===== config.mk =====
export PLATFORM = sky130hd
export DESIGN_NAME = lsu_dmem_master
export DESIGN_NICKNAME = d
export VERILOG_FILES = /design/src/rtl/lsu_dmem_master.sv
export SDC_FILE = /design/constraint.sdc
export NUM_CORES = 1
export LEC_CHECK = 0
export BUFFER_PORTS_ARGS = -buffer_cell sky130_fd_sc_hd__buf_2
export CAP_MARGIN = 20
export CORE_MARGIN = 10
export CORE_UTILIZATION = 35
export DETAILED_ROUTE_END_ITERATION = 6
export PLACE_DENSITY = 0.54
export SLEW_MARGIN = 20
export SYNTH_ARGS = -nofsm -noshare
export SYNTH_HDL_FRONTEND = slang
export SYNTH_SLANG_ARGS = --single-unit

===== constraint.sdc =====
create_clock -name clock -period 3 [get_ports clock]
set_clock_uncertainty 0.05 [all_clocks]
set_input_delay 0.6 -clock clock [delete_from_list [all_inputs] [get_ports clock]]
set_output_delay 0.6 -clock clock [all_outputs]
set_load 0.05 [all_outputs]

===== src/rtl/lsu_dmem_master.sv =====
// rtl/lsu_dmem_master.sv - MEM-stage load/store initiator driving the data-memory port
// Optional build macro LSU_RMW_EN: sub-word stores done as word read-modify-write.
module lsu_dmem_master #(
    parameter logic [31:0] DMEM_BASE = 32'h01000000,
    parameter logic [31:0] DMEM_SIZE = 32'h00100000
) (
    input  logic        clock,
    input  logic        reset,
    input  logic        req_valid,
    output logic        req_ready,
    input  logic        req_write,
    input  logic [2:0]  req_funct3,
    input  logic [31:0] req_addr,
    input  logic [31:0] req_wdata,
    output logic        resp_valid,
    output logic [31:0] resp_rdata,
    output logic        resp_fault,
    output logic [31:0] mem_address,
    output logic        mem_read_write,
    output logic [31:0] mem_data_in,
    output logic [1:0]  mem_access_size,
    input  logic [31:0] mem_data_out
);

    localparam logic [31:0] DMEM_LIMIT = DMEM_BASE + DMEM_SIZE - 32'd4;

    typedef enum logic [2:0] {
        S_IDLE,
        S_READ,
        S_WRITE,
        S_RESP,
        S_FAULT
    } state_t;

    state_t      state_q, state_d;
    logic        write_q, write_d;
    logic [2:0]  funct3_q, funct3_d;
    logic [31:0] addr_q, addr_d;
    logic [31:0] wdata_q, wdata_d;
    logic        resp_valid_q, resp_valid_d;
    logic [31:0] resp_rdata_q, resp_rdata_d;
    logic        resp_fault_q, resp_fault_d;
    logic [31:0] mem_address_q, mem_address_d;
    logic        mem_read_write_q, mem_read_write_d;
    logic [31:0] mem_data_in_q, mem_data_in_d;
    logic [1:0]  mem_access_size_q, mem_access_size_d;

    logic accept;
    logic misaligned;
    logic illegal_op;
    logic out_of_range;
    logic req_fault;

    function automatic logic [31:0] load_extract(input logic [31:0] word,
                                                 input logic [1:0]  off,
                                                 input logic [2:0]  f3);
        logic [31:0] sh;
        sh = word >> {off, 3'b000};
        case (f3)
            3'b000:  return {{24{sh[7]}}, sh[7:0]};
            3'b001:  return {{16{sh[15]}}, sh[15:0]};
            3'b010:  return sh;
            3'b100:  return {24'd0, sh[7:0]};
            3'b101:  return {16'd0, sh[15:0]};
            default: return 32'd0;
        endcase
    endfunction

    function automatic logic [31:0] store_merge(input logic [31:0] word,
                                                input logic [1:0]  off,
                                                input logic [2:0]  f3,
                                                input logic [31:0] wdata);
        logic [4:0]  sh;
        logic [31:0] mask;
        logic [31:0] data;
        case (f3[1:0])
            2'b00: begin
                sh   = {off, 3'b000};
                mask = 32'h000000FF << sh;
                data = {24'd0, wdata[7:0]} << sh;
                return (word & ~mask) | data;
            end
            2'b01: begin
                sh   = {off[1], 4'b0000};
                mask = 32'h0000FFFF << sh;
                data = {16'd0, wdata[15:0]} << sh;
                return (word & ~mask) | data;
            end
            default: return wdata;
        endcase
    endfunction

    assign req_ready = (state_q == S_IDLE) && !reset;
    assign accept    = req_valid && req_ready;

    assign misaligned   = ((req_funct3[1:0] == 2'b01) && req_addr[0]) ||
                          ((req_funct3[1:0] == 2'b10) && (req_addr[1:0] != 2'b00));
    assign illegal_op   = req_write ? (req_funct3 >= 3'b011)
                                    : ((req_funct3 == 3'b011) || (req_funct3[2:1] == 2'b11));
    assign out_of_range = (req_addr < DMEM_BASE) || (req_addr > DMEM_LIMIT);
    assign req_fault    = misaligned || illegal_op || out_of_range;

    always_comb begin
        state_d           = state_q;
        write_d           = write_q;
        funct3_d          = funct3_q;
        addr_d            = addr_q;
        wdata_d           = wdata_q;
        resp_valid_d      = 1'b0;
        resp_rdata_d      = 32'd0;
        resp_fault_d      = 1'b0;
        mem_address_d     = mem_address_q;
        mem_read_write_d  = 1'b0;
        mem_data_in_d     = 32'd0;
        mem_access_size_d = mem_access_size_q;

        // Outputs are computed from the next state so they appear registered in that state.
        case (state_q)
            S_IDLE: begin
                if (accept) begin
                    write_d  = req_write;
                    funct3_d = req_funct3;
                    addr_d   = req_addr;
                    wdata_d  = req_wdata;
                    if (req_fault) begin
                        state_d      = S_FAULT;
                        resp_valid_d = 1'b1;
                        resp_fault_d = 1'b1;
                    end else if (!req_write) begin
                        state_d           = S_READ;
                        mem_address_d     = {req_addr[31:2], 2'b00};
                        mem_access_size_d = 2'd2;
                    end else if (req_funct3[1:0] == 2'b10) begin
                        state_d           = S_WRITE;
                        mem_address_d     = {req_addr[31:2], 2'b00};
                        mem_access_size_d = 2'd2;
                        mem_read_write_d  = 1'b1;
                        mem_data_in_d     = req_wdata;
                    end else begin
`ifdef LSU_RMW_EN
                        state_d           = S_READ;
                        mem_address_d     = {req_addr[31:2], 2'b00};
                        mem_access_size_d = 2'd2;
`else
                        state_d           = S_WRITE;
                        mem_address_d     = req_addr;
                        mem_access_size_d = req_funct3[1:0];
                        mem_read_write_d  = 1'b1;
                        mem_data_in_d     = req_funct3[0] ? {16'd0, req_wdata[15:0]}
                                                          : {24'd0, req_wdata[7:0]};
`endif
                    end
                end
            end
            S_READ: begin
                if (write_q) begin
                    state_d           = S_WRITE;
                    mem_address_d     = {addr_q[31:2], 2'b00};
                    mem_access_size_d = 2'd2;
                    mem_read_write_d  = 1'b1;
                    mem_data_in_d     = store_merge(mem_data_out, addr_q[1:0], funct3_q, wdata_q);
                end else begin
                    state_d      = S_RESP;
                    resp_valid_d = 1'b1;
                    resp_rdata_d = load_extract(mem_data_out, addr_q[1:0], funct3_q);
                end
            end
            S_WRITE: begin
                state_d      = S_RESP;
                resp_valid_d = 1'b1;
            end
            S_RESP:  state_d = S_IDLE;
            S_FAULT: state_d = S_IDLE;
            default: state_d = S_IDLE;
        endcase
    end

    always_ff @(posedge clock) begin
        if (reset) begin
            state_q           <= S_IDLE;
            write_q           <= 1'b0;
            funct3_q          <= 3'd0;
            addr_q            <= 32'd0;
            wdata_q           <= 32'd0;
            resp_valid_q      <= 1'b0;
            resp_rdata_q      <= 32'd0;
            resp_fault_q      <= 1'b0;
            mem_address_q     <= 32'd0;
            mem_read_write_q  <= 1'b0;
            mem_data_in_q     <= 32'd0;
            mem_access_size_q <= 2'd2;
        end else begin
            state_q           <= state_d;
            write_q           <= write_d;
            funct3_q          <= funct3_d;
            addr_q            <= addr_d;
            wdata_q           <= wdata_d;
            resp_valid_q      <= resp_valid_d;
            resp_rdata_q      <= resp_rdata_d;
            resp_fault_q      <= resp_fault_d;
            mem_address_q     <= mem_address_d;
            mem_read_write_q  <= mem_read_write_d;
            mem_data_in_q     <= mem_data_in_d;
            mem_access_size_q <= mem_access_size_d;
        end
    end

    assign resp_valid      = resp_valid_q;
    assign resp_rdata      = resp_rdata_q;
    assign resp_fault      = resp_fault_q;
    assign mem_address     = mem_address_q;
    assign mem_read_write  = mem_read_write_q;
    assign mem_data_in     = mem_data_in_q;
    assign mem_access_size = mem_access_size_q;

endmodule


Yosys cells after proc, flatten, opt, wreduce, memory -nomap -nowiden
Index checks and enable logic that the tools add are counted.
{"block": "totals", "register_bits": 172, "elab_cells": 97, "out_inout_bits": 102, "input_bits": 103}
{"block": "op_classes", "n_bitwise": 8, "n_reduce_logical": 19, "n_shift": 5, "order_cmp": 3, "muxes": 36, "eq_ne": 14}
{"operator": "2-to-1 mux 32 bit", "n": 8}
{"operator": "case mux 32 bit (2 select lines)", "n": 3}
{"operator": "case mux 32 bit (5 select lines)", "n": 1}
{"operator": "AND 32 bit", "n": 2}
{"operator": "inverter 32 bit", "n": 2}
{"operator": "OR 32 bit", "n": 2}
{"operator": "greater-than comparator 32 x 25 -> 1 bit, second input constant", "n": 1}
{"operator": "less-than comparator 32 x 25 -> 1 bit, second input constant", "n": 1}
{"operator": "left shift 16 x 5 -> 32 bit", "n": 1}
{"operator": "left shift 16 x 5 -> 32 bit, first input constant", "n": 1}
{"operator": "left shift 8 x 5 -> 32 bit", "n": 1}
{"operator": "left shift 8 x 5 -> 32 bit, first input constant", "n": 1}
{"operator": "right shift 32 x 5 -> 32 bit", "n": 1}
{"operator": "2-to-1 mux 16 bit", "n": 1}
{"operator": "2-to-1 mux 2 bit", "n": 8}
{"operator": "equality test 3 x 2 -> 1 bit, second input constant", "n": 3}
{"operator": "2-to-1 mux 1 bit", "n": 9}
{"operator": "case mux 3 bit (3 select lines)", "n": 1}
{"operator": "equality test 3 x 1 -> 1 bit, second input constant", "n": 2}
{"operator": "equality test 3 bit, second input constant", "n": 2}
{"operator": "logical NOT 3 bit", "n": 2}
{"operator": "2-to-1 mux 3 bit", "n": 2}
{"operator": "!= test 2 bit, second input constant", "n": 3}
{"operator": "logical OR 1 bit", "n": 5}
{"operator": "other kinds (15)", "n": 22}

Depth between registers and ports, before layout
{"block": "logic_depth", "word_depth": 8, "mapped_depth": 9, "ltp_nobuf": 5}

Worst setup path before layout
No wires, ideal clock.
{"block": "synth_timing", "path_kind": "in2reg", "from": "input port reset", "to": "register mem_address_q[12] (netlist: mem_address[12])", "t_arrival_ns": 2.432, "required_time_ns": 2.863, "path_slack_ns": 0.431, "cell_stages": 9, "setup_ns": 0.087, "n_path_buf": 4, "path_cell_list": "buf_2 -> nor4_4 -> and2_1 -> buf_2 -> a21oi_2 -> a21o_1 -> buf_2 -> buf_6 -> a221oi_2"}
{"block": "synth_between", "elab_chain_cells": 5}
{"element": "start, declared", "line_no": "8", "text": "input logic reset,"}
{"element": "logical NOT 1 bit", "line_no": "93", "text": "assign req_ready = (state_q == S_IDLE) && !reset;"}
{"element": "logical AND 1 bit", "line_no": "93"}
{"element": "named net req_ready", "line_no": "10", "text": "output logic req_ready,"}
{"element": "logical AND 1 bit", "line_no": "94", "text": "assign accept = req_valid && req_ready;"}
{"element": "!= test 2 bit (no line)"}
{"element": "AND reduction 4 bit (no line)"}
{"element": "end signal, assigned", "line_no": "201", "text": "mem_address_q <= mem_address_d;"}
{"element": "end, declared", "line_no": "43", "text": "logic [31:0] mem_address_q, mem_address_d;"}
The timed path passes the listed nets, and every way through them passes these cells.
A chain may end at the register's enable or synchronous reset.

Worst setup path in the final report
{"block": "layout_timing", "from": "register addr_q[1]", "to": "register mem_data_in_q[24] (netlist: mem_data_in[24])"}
{"block": "layout_between", "elab_chain_cells": 7, "word_cells_on_any_way": 13, "classes_between": "4 x shift; 3 x mux; 6 x bitwise"}
{"element": "start, declared", "line_no": "38", "text": "logic [31:0] addr_q, addr_d;"}
{"element": "start signal, assigned", "line_no": "196", "text": "addr_q <= addr_d;"}
{"element": "left shift 16 x 5 -> 32 bit or left shift 8 x 5 -> 32 bit (tied branches)", "line_no": "85, 79"}
{"element": "inverter 32 bit, on equally long branches", "line_no": "87, 81"}
{"element": "AND 32 bit, on equally long branches", "line_no": "87, 81"}
{"element": "OR 32 bit, on equally long branches", "line_no": "87, 81"}
{"element": "case mux 32 bit (2 select lines) (*)", "line_no": "76", "text": "case (f3[1:0])"}
{"element": "2-to-1 mux 32 bit (*)", "line_no": "156", "text": "if (write_q) begin"}
{"element": "case mux 32 bit (2 select lines) (*)", "line_no": "118", "text": "case (state_q)"}
{"element": "end signal, assigned", "line_no": "203", "text": "mem_data_in_q <= mem_data_in_d;"}
{"element": "end, declared", "line_no": "45", "text": "logic [31:0] mem_data_in_q, mem_data_in_d;"}
Mark *: on every way between the ends. The rest lies on a longest branch, timed or not.

==> impl_metrics.tcl <==
set metrics [dict create \
    outcome "complete, no violations" \
    synth_top_area_cell "dfxtp_1" \
    worstSetupEndpointType "register" \
    gp_routability_congestion 0.8743 \
    worstHoldPathType "primary input to register" \
    clkSlewWorstSetupHoldPaths_ns 0.07 \
    yosys-mux-area-fraction_pct 5.212 \
    grt_start_max_net_pins 76 \
    rr_worst_depth 5 \
    synth_enable_flop_cells 0 \
    arrival_time_of_data_at_the_critical_path_endpoint_ns 2.64 \
    vias_per_cell 5.234 \
    dpl_cell_area_um2 8986 \
    power_density_nw_per_um2 558.2 \
    synthXorXnorAreaFrac_pct 0 \
    antennaDiodeCount 0 \
    share_of_final_layout_standard_cells_stronger_than_drive_strength_1_pct 29.14 \
    place_hpwl_um 19150 \
    cellLeakagePower_nw 4.108 \
    clockRootBuffer "clkbuf_16" \
    synth_top_area_share_pct 44.68 \
    yosys_warnings 0 \
    regToRegSetupSlack_ns 0.63 \
    endpoint_required_time_on_the_critical_path_ns 3.26 \
    tritoncts_clock_tree "built" \
    largest_family_of_logic_cells_by_synthesized_area "compound AO/OA/AOI/OAI gates" \
    number_of_nets_produced_by_synthesis 991 \
    endpoint_of_the_worst_hold_path "wdata_q[19]" \
    start_kind "register" \
    synth_top_flop_cell "dfxtp_1" \
    reg2reg_start "addr_q[1]" \
    vdd_drop_max_uv 280.4 \
    vias 7087 \
    port_buffers 204 \
    fin_crit_sh_pct 79.05 \
    syn-instance-count 888 \
    postSynthAreaPerCell_um2 8.678 \
    async_reset_ff_share_pct 0 \
    finish.utilization_pct 44.02 \
    number_of_global_route_vias_before_repair 6966 \
    synth-seq-cells 172 \
    final_nets 1165 \
    clock.fmax_ghz 0.4217 \
    most_area_consuming_cells_after_synthesis "dfxtp_1, nand2_1, a221oi_2" \
    tightest_slew_ns 0.8271 \
    routed_wirelength_um 25930 \
    cap_viol_max_count 0 \
    clk_latency_ns 0.42 \
    fin_setup_tns_ns 0 \
    core.rowCount 54 \
    clock_tree.htree_level_count 4 \
    path_max_fanout 16 \
    grt_pass1_wl_um 40280 \
    timing.final.crit_period_ns 2.371 \
    cpLargestDelayFamily "flip-flops" \
    largest_stage_delay_worst_path_ns 0.67 \
    post_cts_buffers 0 \
    sequence_of_cells_on_the_critical_path "clkinv_1 > nor2_1 > o2bb2ai_1 > o31ai_1 > a22o_1" \
    worst_slack_at_placement_ns 0.3380 \
    setup_repair_after_global_routing_missed_its_margin "false" \
    synth_cell_types 53 \
    grt-ovfl-total 0 \
    io-pin-count 205 \
    synthesis.area_um2 7706 \
    timing.rr.end "mem_data_in[24]" \
    layout.cell_area.non_filler_um2 9577 \
    hp-start "req_wdata[19]" \
    number_of_antenna_violations_at_the_first_check_in_global_routing 1 \
    drt_first_iter_violations 420 \
    hold_buffer_count_at_cts 0 \
    area_growth_syn_to_layout_pct 24.27 \
    cp_num_buf_inv 1 \
    area_fraction_in_and_or_nand_and_nor_cells_after_synthesis_pct 20.18 \
    chipWidth_um 168.4 \
    fin_ws_ns 0.6286 \
    critical-path-slowest-cell "dfxtp_1" \
    synth_adder_area_share_pct 0 \
    clk_path_buf_depth 2 \
    synth_seq_area_share_pct 44.68 \
    hold_path_depth 3 \
    final_hold_fails 0 \
    clock_sinks 172 \
    cts_resized 0 \
    totalPowerFinal_mw 5.345 \
    drt-wirelength-per-cell_um 19.15 \
    start_util_pct 35.42 \
    max_slew_margin_pct 44.66 \
    compound_cell_area_share_of_the_yosys_netlist_pct 23.62 \
    detail_route.first_pass.iterations 5 \
    drv_slew 0 \
    floorplan.core_area_um2 21760 \
    height_of_the_die_um 168.4 \
    setup-violations-final 0 \
    cts_inserted_buffers 17 \
    timing_worst_setup_path_type "register to register" \
    drcViolationCount 0 \
    grt_use_total_pct 17.72 \
    fp.dieArea_um2 28350 \
    detail-route-antenna-nets 0 \
]
cell type report:
type,instances,area (um^2)
clock buffer,19,452.9
tap,280,350.3
sequential,172,3443
inverter,40,150.1
fill,2255,12180
clock inverter,12,137.6
timing repair buffer,231,1249
multi-input combinational,600,3794
sequential cells by signal, indices dropped and copies added, names as in the netlist:
register,cells
addr_q,32
mem_address,32
state_q,3
mem_access_size,2
resp_rdata,32
funct3_q,3
write_q,1
mem_read_write,1
resp_valid,1
mem_data_in,32
wdata_q,32
resp_fault,1
placed cells by master (no fill, tap or decap), drive strengths merged, types with 9 or more instances in the layout:
cell type / n
a211oi: 46
a21oi: 44
a221oi: 38
a22o: 20
a32o: 10
buf: 231
clkbuf: 19
dfxtp: 172
inv: 43
mux2: 9
mux2i: 30
nand2: 183
nand3: 55
nor2: 15
nor2b: 38
o21ai: 39
o31ai: 9
stage by stage:
step / hold WS (ns) / std cells
after floorplan: 0.3812 / 888
after global placement: 0.3874 / 1323
after detailed placement: 0.3955 / 1323
after CTS: 0.3055 / 1354
after global routing: 0.3270 / 1354
final: 0.3224 / 1354
power by group:
part | internal, mW | switching (mW) | total (mW)
sequential | 2.36 | 0.0646 | 2.43
clock | 1.28 | 0.942 | 2.22
combinational | 0.251 | 0.445 | 0.696
total | 3.89 | 1.45 | 5.35
kinds of logic (layout without fill, tap and decap cells):
group,after synthesis,after routing
and+or+nand+nor,331,331
DFF,172,172
AOI/OAI and AO/OA,230,230
muxes,39,39
buffers and inverters,116,302
per-layer routing:
layer,share of wire [%],vias up,wire (um),track usage [%]
met2,46,221,11930,27.90
met1,46,3331,11850,23.11
met3,7.0,19,1823,5.308
met4,1.2,2,302,4.618
met5,0.077,-,20,0
li1,-,3514,-,-
synth_stat cells (all sizes together) (10+ instances only):
| cell | instances |
|---|---|
| a21oi | 44 |
| mux2i | 30 |
| nand3 | 55 |
| a221oi | 38 |
| nor2 | 15 |
| buf | 30 |
| clkbuf | 46 |
| o21ai | 39 |
| a22o | 20 |
| nand2 | 183 |
| inv | 39 |
| a32o | 10 |
| nor2b | 38 |
| dfxtp | 172 |
| a211oi | 46 |
worst register-to-register path: stages, from the launching register on:
cell	delay, ns
dfxtp_1	0.67
clkinv_1	0.44
nor2_1	0.57
o2bb2ai_1	0.20
o31ai_1	0.10
a22o_1	0.24
worst max-delay path by stage:
stage | start | end | slack, ns | cells past startpoint
after CTS | addr_q[1] | mem_data_in[24] | 0.62 | 5
after global routing | addr_q[1] | mem_data_in[29] | 0.36 | 5
after floorplan | reset | mem_address[12] | 0.43 | 9
final | addr_q[1] | mem_data_in[24] | 0.63 | 5
after detailed placement | req_addr[22] | mem_address[2] | 0.34 | 7
after global placement | req_addr[22] | mem_address[0] | 0.36 | 7
(Power assumes the default switching activity.)
